<file path="src/rtl/alu_op_sequencer_if.sv">
// Instruction, ALU and result bundle between the sequencer and its surroundings.
// Handshakes: a transfer happens on a rising clock edge where valid and ready
// are both 1; valid never waits for ready, and the offering side holds its
// payload stable until the transfer edge.
interface alu_op_sequencer_if;
    logic        instrValid;
    logic        instrReady;
    logic [31:0] instr;
    logic [31:0] rsData;
    logic [31:0] rtData;
    logic [31:0] aluInput1;
    logic [31:0] aluInput2;
    logic [3:0]  aluControlOut;
    logic [4:0]  shumt;
    logic [31:0] aluResult;
    logic        aluOverflow;
    logic        resValid;
    logic        resReady;
    logic [31:0] resData;
    logic [4:0]  resDest;
    logic        resOverflow;
    logic        resIllegal;
    logic [15:0] opCount;

    // Sequencer side
    modport slave (
        input  instrValid, instr, rsData, rtData, aluResult, aluOverflow, resReady,
        output instrReady, aluInput1, aluInput2, aluControlOut, shumt,
               resValid, resData, resDest, resOverflow, resIllegal, opCount
    );

    // Instruction source, ALU and result sink side
    modport master (
        output instrValid, instr, rsData, rtData, aluResult, aluOverflow, resReady,
        input  instrReady, aluInput1, aluInput2, aluControlOut, shumt,
               resValid, resData, resDest, resOverflow, resIllegal, opCount
    );
endinterface

</file>
<file path="src/rtl/alu_op_sequencer.sv">
// Decodes one instruction at a time, presents operands to an external
// combinational ALU for one cycle, and returns the result through a
// valid/ready response port. Illegal instructions skip the ALU cycle.
module alu_op_sequencer (
    input  logic                   clock,
    input  logic                   resetN,
    alu_op_sequencer_if.slave      bus,
    output logic [1:0]             state_dbg
);
    localparam logic [1:0] IDLE = 2'd0;
    localparam logic [1:0] EXEC = 2'd1;
    localparam logic [1:0] RESP = 2'd2;

    logic [1:0]  state_q,    state_d;
    logic [31:0] alu_in1_q,  alu_in1_d;
    logic [31:0] alu_in2_q,  alu_in2_d;
    logic [3:0]  alu_ctrl_q, alu_ctrl_d;
    logic [4:0]  shamt_q,    shamt_d;
    logic [4:0]  res_dest_q, res_dest_d;
    logic [31:0] res_data_q, res_data_d;
    logic        res_ovf_q,  res_ovf_d;
    logic        res_ill_q,  res_ill_d;
    logic [15:0] op_count_q, op_count_d;

    logic [5:0]  opcode;
    logic [5:0]  funct;
    logic        dec_r_type;
    logic        dec_legal;
    logic [3:0]  dec_ctrl;
    logic [31:0] dec_in2;
    logic [4:0]  dec_shamt;
    logic [4:0]  dec_dest;
    logic        instr_ready;
    logic        accept;

    assign opcode     = bus.instr[31:26];
    assign funct      = bus.instr[5:0];
    assign dec_r_type = (opcode == 6'h00);

    // Instruction decode: ALU code, second operand, shift amount and destination
    always_comb begin
        dec_legal = 1'b0;
        dec_ctrl  = 4'd0;
        if (dec_r_type) begin
            dec_legal = 1'b1;
            case (funct)
                6'h20:   dec_ctrl = 4'd0;
                6'h22:   dec_ctrl = 4'd1;
                6'h24:   dec_ctrl = 4'd2;
                6'h25:   dec_ctrl = 4'd3;
                6'h00:   dec_ctrl = 4'd4;
                6'h02:   dec_ctrl = 4'd5;
                6'h03:   dec_ctrl = 4'd6;
                6'h2B:   dec_ctrl = 4'd7;
                6'h2A:   dec_ctrl = 4'd8;
                default: dec_legal = 1'b0;
            endcase
        end else begin
            dec_legal = 1'b1;
            case (opcode)
                6'h08:   dec_ctrl = 4'd0;
                6'h0C:   dec_ctrl = 4'd2;
                6'h0A:   dec_ctrl = 4'd8;
                default: dec_legal = 1'b0;
            endcase
        end

        if (dec_r_type) begin
            dec_in2   = bus.rtData;
            dec_shamt = bus.instr[10:6];
            dec_dest  = bus.instr[15:11];
        end else begin
            // andi zero-extends its immediate; addi and slti sign-extend
            if (opcode == 6'h0C) begin
                dec_in2 = {16'h0000, bus.instr[15:0]};
            end else begin
                dec_in2 = {{16{bus.instr[15]}}, bus.instr[15:0]};
            end
            dec_shamt = 5'd0;
            dec_dest  = bus.instr[20:16];
        end
    end

    // Ready is forced low while reset is asserted, even though the state is IDLE
    assign instr_ready = resetN & ((state_q == IDLE) | ((state_q == RESP) & bus.resReady));
    assign accept      = bus.instrValid & instr_ready;

    // Next-state logic: ALU result capture, response completion and new accepts
    always_comb begin
        state_d    = state_q;
        alu_in1_d  = alu_in1_q;
        alu_in2_d  = alu_in2_q;
        alu_ctrl_d = alu_ctrl_q;
        shamt_d    = shamt_q;
        res_dest_d = res_dest_q;
        res_data_d = res_data_q;
        res_ovf_d  = res_ovf_q;
        res_ill_d  = res_ill_q;
        op_count_d = op_count_q;

        case (state_q)
            EXEC: begin
                state_d    = RESP;
                res_data_d = bus.aluResult;
                // Overflow is only meaningful for add and sub
                res_ovf_d  = bus.aluOverflow & ((alu_ctrl_q == 4'd0) | (alu_ctrl_q == 4'd1));
                res_ill_d  = 1'b0;
            end
            RESP: begin
                if (bus.resReady) begin
                    op_count_d = op_count_q + 16'd1;
                    state_d    = IDLE;
                end
            end
            default: ;
        endcase

        // An accept (from IDLE or from a completing RESP) overrides the above
        if (accept) begin
            alu_in1_d  = bus.rsData;
            alu_in2_d  = dec_in2;
            shamt_d    = dec_shamt;
            res_dest_d = dec_dest;
            if (dec_legal) begin
                alu_ctrl_d = dec_ctrl;
                state_d    = EXEC;
            end else begin
                // Illegal: respond immediately, leave the ALU op code untouched
                state_d    = RESP;
                res_data_d = 32'd0;
                res_ovf_d  = 1'b0;
                res_ill_d  = 1'b1;
            end
        end
    end

    // State and datapath registers, cleared asynchronously by reset
    always_ff @(posedge clock or negedge resetN) begin
        if (!resetN) begin
            state_q    <= IDLE;
            alu_in1_q  <= 32'd0;
            alu_in2_q  <= 32'd0;
            alu_ctrl_q <= 4'd0;
            shamt_q    <= 5'd0;
            res_dest_q <= 5'd0;
            res_data_q <= 32'd0;
            res_ovf_q  <= 1'b0;
            res_ill_q  <= 1'b0;
            op_count_q <= 16'd0;
        end else begin
            state_q    <= state_d;
            alu_in1_q  <= alu_in1_d;
            alu_in2_q  <= alu_in2_d;
            alu_ctrl_q <= alu_ctrl_d;
            shamt_q    <= shamt_d;
            res_dest_q <= res_dest_d;
            res_data_q <= res_data_d;
            res_ovf_q  <= res_ovf_d;
            res_ill_q  <= res_ill_d;
            op_count_q <= op_count_d;
        end
    end

    assign bus.instrReady    = instr_ready;
    assign bus.aluInput1     = alu_in1_q;
    assign bus.aluInput2     = alu_in2_q;
    assign bus.aluControlOut = alu_ctrl_q;
    assign bus.shumt         = shamt_q;
    assign bus.resValid      = (state_q == RESP);
    assign bus.resData       = res_data_q;
    assign bus.resDest       = res_dest_q;
    assign bus.resOverflow   = res_ovf_q;
    assign bus.resIllegal    = res_ill_q;
    assign bus.opCount       = op_count_q;
    assign state_dbg         = state_q;
endmodule

</file>
<file path="src/flat_wrapper.sv">
// flat-port wrapper written by rule: the top's interface ports become plain ports
module alu_op_sequencer_flat 
  (clock, resetN, state_dbg, bus_instrValid, bus_instr, bus_rsData, bus_rtData, bus_aluResult, bus_aluOverflow, bus_resReady, bus_instrReady, bus_aluInput1, bus_aluInput2, bus_aluControlOut, bus_shumt, bus_resValid, bus_resData, bus_resDest, bus_resOverflow, bus_resIllegal, bus_opCount);
  alu_op_sequencer_if bus_i ();
  input  logic clock;
  input  logic resetN;
  output logic [1:0] state_dbg;
  input wire logic [$bits(bus_i.instrValid)-1:0] bus_instrValid;
  input wire logic [$bits(bus_i.instr)-1:0] bus_instr;
  input wire logic [$bits(bus_i.rsData)-1:0] bus_rsData;
  input wire logic [$bits(bus_i.rtData)-1:0] bus_rtData;
  input wire logic [$bits(bus_i.aluResult)-1:0] bus_aluResult;
  input wire logic [$bits(bus_i.aluOverflow)-1:0] bus_aluOverflow;
  input wire logic [$bits(bus_i.resReady)-1:0] bus_resReady;
  output wire logic [$bits(bus_i.instrReady)-1:0] bus_instrReady;
  output wire logic [$bits(bus_i.aluInput1)-1:0] bus_aluInput1;
  output wire logic [$bits(bus_i.aluInput2)-1:0] bus_aluInput2;
  output wire logic [$bits(bus_i.aluControlOut)-1:0] bus_aluControlOut;
  output wire logic [$bits(bus_i.shumt)-1:0] bus_shumt;
  output wire logic [$bits(bus_i.resValid)-1:0] bus_resValid;
  output wire logic [$bits(bus_i.resData)-1:0] bus_resData;
  output wire logic [$bits(bus_i.resDest)-1:0] bus_resDest;
  output wire logic [$bits(bus_i.resOverflow)-1:0] bus_resOverflow;
  output wire logic [$bits(bus_i.resIllegal)-1:0] bus_resIllegal;
  output wire logic [$bits(bus_i.opCount)-1:0] bus_opCount;
  assign bus_i.instrValid = bus_instrValid;
  assign bus_i.instr = bus_instr;
  assign bus_i.rsData = bus_rsData;
  assign bus_i.rtData = bus_rtData;
  assign bus_i.aluResult = bus_aluResult;
  assign bus_i.aluOverflow = bus_aluOverflow;
  assign bus_i.resReady = bus_resReady;
  assign bus_instrReady = bus_i.instrReady;
  assign bus_aluInput1 = bus_i.aluInput1;
  assign bus_aluInput2 = bus_i.aluInput2;
  assign bus_aluControlOut = bus_i.aluControlOut;
  assign bus_shumt = bus_i.shumt;
  assign bus_resValid = bus_i.resValid;
  assign bus_resData = bus_i.resData;
  assign bus_resDest = bus_i.resDest;
  assign bus_resOverflow = bus_i.resOverflow;
  assign bus_resIllegal = bus_i.resIllegal;
  assign bus_opCount = bus_i.opCount;
  alu_op_sequencer u_core (.clock(clock), .resetN(resetN), .bus(bus_i), .state_dbg(state_dbg));
endmodule
</file>
<file path="config.mk">
export PLATFORM = sky130hd
export DESIGN_NAME = alu_op_sequencer_flat
export DESIGN_NICKNAME = d
export VERILOG_FILES = /design/src/rtl/alu_op_sequencer_if.sv /design/src/rtl/alu_op_sequencer.sv /design/src/flat_wrapper.sv
export SDC_FILE = /design/constraint.sdc
export NUM_CORES = 1
export LEC_CHECK = 0
export CORE_MARGIN = 2
export CORE_UTILIZATION = 45
export CTS_CLUSTER_SIZE = 25
export DETAILED_ROUTE_END_ITERATION = 7
export PLACE_DENSITY = 0.88
export REMOVE_ABC_BUFFERS = 1
export SLEW_MARGIN = 10
export SYNTH_ARGS = -nofsm -noshare
export SYNTH_HDL_FRONTEND = slang
export SYNTH_SLANG_ARGS = --single-unit
</file>
<file path="constraint.sdc">
create_clock -name clock -period 5.45 [get_ports clock]
set_clock_uncertainty 0.15 [all_clocks]
set_input_delay 0.545 -clock clock [delete_from_list [all_inputs] [get_ports clock]]
set_output_delay 0.545 -clock clock [all_outputs]
set_load 0.1 [all_outputs]
</file>
* Yosys cells after proc, flatten, opt, wreduce, memory -nomap -nowiden
Cells that the tools add are included.
W data, S select, Z words.
** Storage, ports and cells
- Logic and storage cells :: 65
- Register bits after elaboration :: 130
** Cells by class
- Add/sub/neg operators :: 1
- Bitwise logic cells :: 6
- Muxes and demuxes :: 23
- Equal/unequal tests :: 15
- Reductions and logical operators :: 10
** Operators with widths (count)
- $mux W32 :: 5
- $eq A6 B6 Y1 const B :: 6
- $pmux W4 S8 :: 1
- $eq A6 B4 Y1 const B :: 3
- $add A16 B1 Y16 const B :: 1
- $eq A6 B2 Y1 const B :: 2
- $logic_not A6 Y1 :: 2
- $mux W5 :: 2
- $mux W1 :: 9
- $reduce_or A9 Y1 :: 1
- $pmux W4 S2 :: 1
- $mux W2 :: 3
- $reduce_and A2 Y1 :: 3
- $and A1 B1 Y1 :: 4
- $eq A4 B1 Y1 const B :: 1
- $logic_not A4 Y1 :: 1
- $mux W4 :: 1
- $pmux W2 S2 :: 1
- $ne A3 B2 Y1 const B :: 1
- $reduce_bool A3 Y1 :: 1
- $reduce_or A3 Y1 :: 1
- $eq A2 B1 Y1 const B :: 1
- $eq A2 B2 Y1 const B :: 1
- $logic_not A2 Y1 :: 1
- $or A1 B1 Y1 :: 2

* Logic depth before layout (Yosys ltp)
Gate-level depths: netlist of run 1.
- Depth in word-level cells :: 7
- Gate-level depth with buffers :: 10
- Depth with buffers taken out :: 7

* Worst setup path after synthesis of run 1
No wires, ideal clock.
- Path kind :: reg2reg
- From :: register u_core.state_q[1], in the netlist u_core.state_dbg[1]
- To :: register u_core.res_data_q[21], in the netlist u_core.bus.resData[21]
- Setup slack :: 1183 ps
- Path buffers :: 3
- Data required time :: 5173 ps
- Data arrival time :: 3990 ps
- Cell stages (with the launch flop) :: 10
- Path through :: dfrtp_1 ha_1 and2_1 buf_2 o21a_1 nand2_1 buf_4 nor2_1 buf_2 nor3_2
** Between the ends
- Cells in the longest elaborated chain, start to end :: 6
- Elaborated cells between the ends (all ways) :: 10
- Those cells by class :: eq/ne: 2; mux: 3; bitwise: 4; reduce/logical: 1
** RTL lines
- start: declaration :: line alu_op_sequencer.sv:14 : logic [1:0] state_q, state_d;
- start signal: assignment :: line alu_op_sequencer.sv:151 : state_q <= state_d;
- $eq A2 B2 Y1
- named net bus_resValid :: line flat_wrapper.sv:20 : output wire logic [$bits(bus_i.resValid)-1:0] bus_resValid;
- $and A1 B1 Y1 :: line alu_op_sequencer.sv:85 : assign instr_ready = resetN & ((state_q == IDLE) | ((state_q == RESP) & bus.resReady));
- $or A1 B1 Y1 :: line alu_op_sequencer.sv:85
- $and A1 B1 Y1 :: line alu_op_sequencer.sv:85
- named net bus_instrReady :: line flat_wrapper.sv:15 : output wire logic [$bits(bus_i.instrReady)-1:0] bus_instrReady;
- $and A1 B1 Y1 :: line alu_op_sequencer.sv:86 : assign accept = bus.instrValid & instr_ready;
- $mux W32 :: line alu_op_sequencer.sv:119 : if (accept) begin
- named net u_core.res_data_d[21] :: line alu_op_sequencer.sv:20 : logic [31:0] res_data_q, res_data_d;
- end signal: assignment :: line alu_op_sequencer.sv:157 : res_data_q <= res_data_d;
- end: declaration :: line alu_op_sequencer.sv:20
The timed path passes the listed nets, and every way through them passes these cells.
A chain may end at the register's enable or synchronous reset.

* Worst setup path after layout of run 1
- From :: register u_core.state_q[0], in the netlist u_core.state_dbg[0]
- To :: output port bus_instrReady
** Between the ends
- Cells in the longest elaborated chain, start to end :: 4
- Elaborated cells between the ends (all ways) :: 5
- Those cells by class :: eq/ne: 1; bitwise: 3; reduce/logical: 1
** RTL lines (line)
- $eq A2 B2 Y1 :: alu_op_sequencer.sv:85
- $and A1 B1 Y1 :: alu_op_sequencer.sv:85
- $or A1 B1 Y1 (*) :: alu_op_sequencer.sv:85
- $and A1 B1 Y1 (*) :: alu_op_sequencer.sv:85
- end: declaration :: flat_wrapper.sv:15
Every way passes the cells marked *; elsewhere a longest branch is shown, timed or not.

==> results of run 1 <==
kinds of logic (layout without fill, tap and decap cells):
| kind of cell | Yosys count | count (layout) | share of synthesized area [%] |
|---|---|---|---|
| adders and majority gates | 5 | 5 | 1.026 |
| AOI/OAI and AO/OA | 65 | 65 | 7.269 |
| buffers and inverters | 41 | 301 | 3.527 |
| DFF | 130 | 130 | 55.58 |
| xor gates and xnor gates | 17 | 17 | 2.544 |
| muxes | 56 | 56 | 9.769 |
| and+or+nand+nor | 234 | 234 | 20.29 |
worst max-delay path, stage by stage, from the launching register on:
cell and delay (ns):
sky130_fd_sc_hd__dfrtp_1 0.41, sky130_fd_sc_hd__inv_1 0.10, sky130_fd_sc_hd__ha_1 0.18, sky130_fd_sc_hd__and2_1 0.27
sky130_fd_sc_hd__o21a_1 0.25, sky130_fd_sc_hd__clkdlybuf4s50_1 1.18
layer usage:
metal	part of all wire [%]	vias up
li1	-	2344
met1	40	2350
met2	49	229
met3	8.1	40
met4	2.8	0
met5	0	-
cells in the mapped netlist, types with 2 or more instances:
master                      instances
sky130_fd_sc_hd__nand2_1          142
sky130_fd_sc_hd__dfrtp_1          130
sky130_fd_sc_hd__mux2i_1           53
sky130_fd_sc_hd__nor3_2            30
sky130_fd_sc_hd__nor2_1            25
sky130_fd_sc_hd__a21oi_1           20
sky130_fd_sc_hd__clkbuf_1          16
sky130_fd_sc_hd__o21ai_1           14
sky130_fd_sc_hd__xnor2_1           13
sky130_fd_sc_hd__buf_2             12
sky130_fd_sc_hd__o21ai_0           11
sky130_fd_sc_hd__nand3_1            8
sky130_fd_sc_hd__nand4_1            7
sky130_fd_sc_hd__inv_1              6
sky130_fd_sc_hd__a22o_1             5
sky130_fd_sc_hd__buf_6              4
sky130_fd_sc_hd__ha_1               4
sky130_fd_sc_hd__xor2_1             4
sky130_fd_sc_hd__and2_1             3
sky130_fd_sc_hd__nor3_1             3
sky130_fd_sc_hd__nor4_1             3
sky130_fd_sc_hd__a211o_1            2
sky130_fd_sc_hd__and4_1             2
sky130_fd_sc_hd__buf_4              2
sky130_fd_sc_hd__mux2_4             2
sky130_fd_sc_hd__nand2b_1           2
sky130_fd_sc_hd__o2bb2ai_1          2
per-stage QoR:
step	TNS, ns	util [%]
floorplan	-56.13	-
global placement	0	67.23
detailed placement	0	67.23
CTS	0	71.90
global route	0	71.90
finish	0	71.90
state kept, by name, summed over array words and instances, names as in the netlist:
signal,count
u_core.bus.resData,32
u_core.bus.aluInput1,32
u_core.state_dbg,2
u_core.bus.resIllegal,1
u_core.bus.opCount,16
u_core.bus.aluControlOut,4
u_core.bus.resDest,5
u_core.bus.resOverflow,1
u_core.bus.shumt,5
u_core.bus.aluInput2,32
power by group:
group / total [mW] / switching [mW] / internal, mW / leakage (nW)
Sequential: 1.44 / 0.184 / 1.26 / 1.66
Clock: 1.13 / 0.414 / 0.719 / 0.289
Combinational: 3.43 / 2.69 / 0.738 / 1.95
Total: 6.01 / 3.29 / 2.72 / 3.90
layout by cell type, fill, tap and decap left out, types with 5 or more instances in the layout:
cell / synthesis / layout
sky130_fd_sc_hd__clkdlybuf4s50_1: 0 / 258
sky130_fd_sc_hd__nand2_1: 142 / 141
sky130_fd_sc_hd__dfrtp_1: 130 / 130
sky130_fd_sc_hd__mux2i_1: 53 / 53
sky130_fd_sc_hd__nor3_2: 30 / 30
sky130_fd_sc_hd__nor2_1: 25 / 24
sky130_fd_sc_hd__a21oi_1: 20 / 20
sky130_fd_sc_hd__clkbuf_16: 0 / 17
sky130_fd_sc_hd__o21ai_1: 14 / 14
sky130_fd_sc_hd__xnor2_1: 13 / 13
sky130_fd_sc_hd__o21ai_0: 11 / 11
sky130_fd_sc_hd__nand3_1: 8 / 8
sky130_fd_sc_hd__nand4_1: 7 / 7
sky130_fd_sc_hd__inv_1: 6 / 6
sky130_fd_sc_hd__a22o_1: 5 / 5
sky130_fd_sc_hd__buf_4: 2 / 5
area by class of cell:
| type | instances | area share [%] |
|---|---|---|
| clock buffer | 23 | 5.356 |
| clock inverter | 9 | 1.140 |
| inverter | 6 | 0.2472 |
| multi-input combinational | 377 | 26.42 |
| sequential | 130 | 35.71 |
| tap | 172 | 2.362 |
| timing repair buffer | 263 | 28.76 |
how the worst max path moves through the flow:
stage	cells after the start	to	startpoint
3_5_place_dp	4	bus_instrReady	bus_resReady
6_report	5	bus_instrReady	u_core.state_dbg[0]
2_1_floorplan	6	u_core.bus.resData[0]	u_core.state_dbg[1]
3_3_place_gp	4	bus_instrReady	bus_resReady
4_1_cts	5	bus_instrReady	u_core.state_dbg[0]
5_1_grt	5	bus_instrReady	u_core.state_dbg[0]
==> results.md, run 1 <==
| Group | Quantity | Value |
|:---|:---|:---|
| clock tree | CTS H-tree lvls | 4 |
| worst setup path | CP required | 4.76 ns |
| floorplan | Initial Utilization | 46.19% |
| grt | Largest net degree at the start of global routing | 80 |
| route | Routed via count divided by cell count | 5.064 |
| logic synthesis | Average cell area after synthesis | 10.68 um2 |
| clock tree | TritonCTS clock tree | done |
| grt | First-pass GRT wire length | 27.16 mm |
| worst setup path | FF-to-FF path depth | 7 |
| floorplan | DIE HEIGHT | 118.0 um |
| worst setup path | Endpoint type of the worst setup path | primary output |
| logic synthesis | Syn. warnings | 0 |
| timing | Max_slew headroom | 26.44% |
| logic synthesis | Post-synthesis cell type with the largest combined area | sky130_fd_sc_hd__dfrtp_1 |
| logic synthesis | Leading cell types by total area after synthesis | sky130_fd_sc_hd__dfrtp_1 (56%), sky130_fd_sc_hd__nand2_1 (9.1%), sky130_fd_sc_hd__mux2i_1 (9.1%), sky130_fd_sc_hd__nor3_2 (5.1%), sky130_fd_sc_hd__xnor2_1 (1.9%) |
| clock tree | Post-cts repair resize count | 0 |
| placement | Port Buffer Count | 259 |
| final layout | Count of non-filler cells in the finished layout | 980 |
| placement | Worst Setup Slack post-DPL | 2.001 ns |
| flow run | Count of max-cap constraint violations | 0 |
| worst setup path | Crit Path Category | flop to primary output |
| floorplan | Number of top-level pins | 265 |
| logic synthesis | Combined area of all synthesized cells | 0.005853 mm2 |
| floorplan | Width of the chip | 118.0 um |
| timing | Final max-slew violation count | 0 |
| final layout | Final-layout fill cell count | 865 |
| final layout | Sequential Area | 0.003253 mm2 |
| worst setup path | Worst reg2reg path endpoint | u_core.bus.aluControlOut[1] |
| power and ir drop | Leakage dissipation | 3.905 nW |
| grt | Global-route congestion overflow total | 0 |
| timing | Shortest period the worst path allows | 3.505 ns |
| placement | Placer Congestion | 0.8246 |
| timing | Final setup slack of the worst path | 1.945 ns |
| logic synthesis | Fraction of registers with async set/reset | 100.0% |
| outcome | Result of the run | completed |
| timing | Final hold viol count | 0 |
| worst setup path | Worst reg-to-reg setup slack | 2.46 ns |
| worst setup path | Endpoint arrival time on the critical path | 2.81 ns |
| logic synthesis | Unique masters post-synth | 50 |
| clock tree | Insertion delay to the later sink of the worst-skew pair | 0.41 ns |
| final layout | Share of final-layout standard cells stronger than drive strength 1 | 9.901% |
| power and ir drop | Total power of the final layout | 6.007 mW |
| floorplan | Core outline area | 0.01267 mm2 |
| clock tree | Setup repair bufs after CTS | 0 |
| grt | Number of global-route vias before repair | 5129 |
| final layout | Number of nets in the layout | 932 |
| timing | Setup-violating endpoint count in the final report | 0 |
| clock tree | Root Buffer | sky130_fd_sc_hd__clkbuf_16 |
| route | Final wirelength | 16.81 mm |
| power and ir drop | Max rail drop VDD | 585.4 uV |
| timing | Final hold slack | 0.02095 ns |
| worst setup path | Max FO, Critical Path | 7 |
| timing | Unrepaired setup endpoints after global routing | no |
| timing | Tcrit/Tclk final | 64.30% |
| logic synthesis | Flop and latch count out of synthesis | 130 |
| final layout | Synthesis-to-layout area growth | 55.64% |
| worst setup path | Reg-to-Reg Start | u_core.state_dbg[0] |
| grt | Met2 Track Usage GR | 41.17% |
| clock tree | Hold-fix buffer count after cts | 0 |
| timing | Highest clock rate | 0.2853 GHz |
| placement | Post-DP Area | 0.008518 mm2 |
| logic synthesis | Number of synthesized flops with an enable pin | 0 |
| grt | Global Route met3 Usage | 9.496% |
| power and ir drop | Power Density | 659.4 mW/mm2 |
| route | First-pass iteration count of the detailed router | 4 |
| floorplan | Rows | 41 |
| logic synthesis | Main flop type after synthesis | sky130_fd_sc_hd__dfrtp_1 |
| floorplan | Die area | 0.01393 mm2 |
| clock tree | Clk slew on worst S/H paths | 0.06 ns |
| route | Residual DRC | 0 |
| logic synthesis | Yosys top cell area share | 55.58% |
| grt | Overall Global Routing Usage | 24.66% |
| placement | Placed wire-length estimate | 12.06 mm |
| logic synthesis | Fraction of the yosys area taken by sequential cells | 55.58% |
| clock tree | Clock buffer count from CTS | 17 |
| timing | Worst-Margin Slew | 1.101 ns |
| worst setup path | Crit start category | flop |
| final layout | Area used by multi-input combinational logic | 0.002407 mm2 |
| route | WL/cell | 17.15 um |
| logic synthesis | Cells after synthesis | 548 |
| grt | Met1 track demand over resource in global routing | 28.77% |
| grt | Most congested layer reported by global routing | met2 |
| final layout | Post-route design area | 0.009110 mm2 |
| route | Via count | 4963 |
| placement | Number of instances in the placed design | 948 |
| grt | Initial antenna violation count | 0 |
| clock tree | Buffers from clock root to sink, at most | 2 |
| route | Antenna Nets Post-Route | 0 |
| final layout | Diodes inserted | 0 |
| route | First DRT Iteration DRCs | 363 |
| clock tree | Number of clock sinks seen by CTS | 130 |
| hold path | Type of the worst min-delay path | input port to async pin |
Power figures use the tool's default switching activity.
==> run 2, diff against run 1 <==
- CORE_UTILIZATION: 45 -> 38
- PLACE_DENSITY: 0.88 -> 0.79
- clock period: 5.45 -> 3.1 ns (I/O delays scaled with it)
==> results.md, run 2 (synthesis results as in run 1) <==
| Group | Quantity | Value | vs previous |
|:---|:---|:---|:---|
| floorplan | Width of the chip | 128.1 um | +8.5% |
| outcome | Result of the run | completed |  |
| worst setup path | Max FO, Critical Path | 33 | +26 |
| worst setup path | Endpoint type of the worst setup path | flop |  |
| clock tree | Number of clock sinks seen by CTS | 130 | unchanged |
| timing | Final hold viol count | 0 | unchanged |
| hold path | Type of the worst min-delay path | input port to async pin |  |
| clock tree | TritonCTS clock tree | done |  |
| worst setup path | CP required | 3.19 ns | -1.57 ns |
| floorplan | DIE HEIGHT | 128.1 um | +8.5% |
| timing | Highest clock rate | 0.3803 GHz |  |
| power and ir drop | Total power of the final layout | 10.59 mW | +76% |
| worst setup path | Reg-to-Reg Start | u_core.state_dbg[0] |  |
| placement | Number of instances in the placed design | 973 | +2.6% |
| floorplan | Rows | 45 | +9.8% |
| clock tree | Buffers from clock root to sink, at most | 2 | unchanged |
| worst setup path | Endpoint arrival time on the critical path | 2.72 ns | -0.09 ns |
| timing | Max_slew headroom | 22.92% | -3.5 points |
| clock tree | Setup repair bufs after CTS | 0 | unchanged |
| floorplan | Initial Utilization | 38.65% | -7.5 points |
| final layout | Diodes inserted | 0 | unchanged |
| placement | Placer Congestion | 0.7535 | -8.6% |
| timing | Final max-slew violation count | 0 | unchanged |
| route | Metal3 WL | 1.075 mm | -21% |
| clock tree | Clock buffer count from CTS | 17 | unchanged |
| route | First-pass iteration count of the detailed router | 6 | +2 |
| final layout | Number of nets in the layout | 942 | +1.1% |
| power and ir drop | Power Density | 1182 mW/mm2 | +79% |
| placement | Port Buffer Count | 259 | unchanged |
| worst setup path | Crit start category | flop |  |
| power and ir drop | Max rail drop VDD | 1008 uV | +72% |
| timing | Total Negative Setup Slacks | 0 ns | unchanged |
| route | Routed via count divided by cell count | 4.815 | -4.9% |
| final layout | Leading cell types in the layout, fill and taps excluded | sky130_fd_sc_hd__buf_4 (145), sky130_fd_sc_hd__nand2_1 (141), sky130_fd_sc_hd__dfrtp_1 (130) |  |
| clock tree | Post-cts repair resize count | 0 | unchanged |
| floorplan | Number of top-level pins | 265 | unchanged |
| power and ir drop | Leakage dissipation | 4.177 nW | +7.0% |
| grt | Global-route congestion overflow total | 0 | unchanged |
| floorplan | Core outline area | 0.01515 mm2 | +20% |
| grt | Largest net degree at the start of global routing | 68 | -15% |
| route | Via count | 4844 | -2.4% |
| timing | Final hold slack | 0.1472 ns | +0.1263 ns |
| timing | Setup-violating endpoint count in the final report | 0 | unchanged |
| grt | Number of global-route vias before repair | 4908 | -4.3% |
| flow run | Count of max-cap constraint violations | 0 | unchanged |
| timing | Shortest period the worst path allows | 2.629 ns |  |
| final layout | Most common cell after layout, fill and taps aside | sky130_fd_sc_hd__buf_4 |  |
| clock tree | Insertion delay to the later sink of the worst-skew pair | 0.41 ns | about the same |
| timing | Worst-Margin Slew | 1.154 ns | +0.05273 ns |
| worst setup path | Crit Path Category | flop to flop |  |
| route | Antenna Nets Post-Route | 0 | unchanged |
| final layout | Share of final-layout standard cells stronger than drive strength 1 | 27.26% | +17 points |
| floorplan | Die area | 0.01641 mm2 | +18% |
| route | Met2 WL | 7.408 mm | -11% |
| final layout | Synthesis-to-layout area growth | 53.04% |  |
| clock tree | Root Buffer | sky130_fd_sc_hd__clkbuf_16 |  |
| route | WL/cell | 15.45 um | -9.9% |
| clock tree | Hold-fix buffer count after cts | 1 | +1 |
| timing | Unrepaired setup endpoints after global routing | no |  |
| route | Top Layer Used | met4 |  |
| timing | Tcrit/Tclk final | 84.82% |  |
| placement | Placed wire-length estimate | 11.20 mm | -7.2% |
| route | Final wirelength | 15.54 mm | -7.5% |
| clock tree | Clk slew on worst S/H paths | 0.06 ns | about the same |
| grt | Initial antenna violation count | 0 | unchanged |
| grt | Overall Global Routing Usage | 19.40% | -5.3 points |
| clock tree | CTS H-tree lvls | 4 | unchanged |
| route | Routed metal-1 wirelength | 6.722 mm | +0.54% |
| grt | First-pass GRT wire length | 25.03 mm | -7.8% |
| route | First DRT Iteration DRCs | 232 | -36% |
| worst setup path | Launching element of the worst setup path | u_core.state_dbg[0] |  |
| route | Residual DRC | 0 | unchanged |
| final layout | Count of non-filler cells in the finished layout | 1006 | +2.7% |
==> run 2: cell count changes in the layout (fill, tap and decap cells not counted) <==
cell	before	now
sky130_fd_sc_hd__buf_4	5	145
sky130_fd_sc_hd__buf_6	0	1
sky130_fd_sc_hd__bufinv_16	2	5
sky130_fd_sc_hd__clkbuf_1	2	0
sky130_fd_sc_hd__clkbuf_8	4	1
sky130_fd_sc_hd__clkdlybuf4s50_1	258	126
sky130_fd_sc_hd__clkinv_2	4	0
sky130_fd_sc_hd__clkinv_4	1	5
sky130_fd_sc_hd__dlygate4sd3_1	0	1
sky130_fd_sc_hd__inv_6	0	1
sky130_fd_sc_hd__inv_8	0	1
==> run 2: area by class of cell <==
class / count / area [um2]
multi-input combinational: 377 / 2407
inverter: 6 / 22.52
fill: 1329 / 6188
tap: 188 / 235.2
sequential: 130 / 3253
clock inverter: 14 / 229.0
timing repair buffer: 273 / 2371
clock buffer: 18 / 439.2
==> run 2: path summary, 6_finish.rpt <==
path	end	slack [ns]	depth (start not counted)
max	u_core.bus.resData[31]	0.47	7
min	u_core.bus.resData[29]	0.15	2
max reg2reg	u_core.bus.resData[31]	0.47	7
min reg2reg	u_core.bus.opCount[15]	0.32	1
max in group asynchronous	u_core.bus.aluInput2[1]	1.59	3
min in group clock	u_core.bus.aluInput1[22]	0.27	3
==> run 2: worst max-delay path, stage by stage, from the launching register on <==
cell and delay, ns:
sky130_fd_sc_hd__dfrtp_1 0.41, sky130_fd_sc_hd__inv_1 0.09, sky130_fd_sc_hd__ha_1 0.20, sky130_fd_sc_hd__and2_1 0.18, sky130_fd_sc_hd__o21a_1 0.23, sky130_fd_sc_hd__nand2_2 0.14
sky130_fd_sc_hd__nor2_4 0.90, sky130_fd_sc_hd__nor3_1 0.14
==> run 2: power by group <==
group | leakage [nW] | switching (mW) | internal [mW]
clock | 0.319 | 0.787 | 1.46
combinational | 2.19 | 4.69 | 1.12
sequential | 1.66 | 0.315 | 2.21
==> run 2: through the flow <==
step / util (%) / setup slack [ns] / instance area [um2]
floorplan: - / -4.016 / 5669
global placement: 54.66 / 0.3833 / 8279
detailed placement: 54.66 / 0.3008 / 8279
CTS: 59.14 / 0.4335 / 8957
global route: 59.14 / 0.2831 / 8957
finish: 59.14 / 0.4707 / 8957
==> run 2: per-layer routing <==
metal  global-route usage [%]  up-vias
met5                        0        -
met4                    7.304        0
met3                    6.260       24
met2                    32.12      184
met1                    23.73     2273
li1                         -     2363
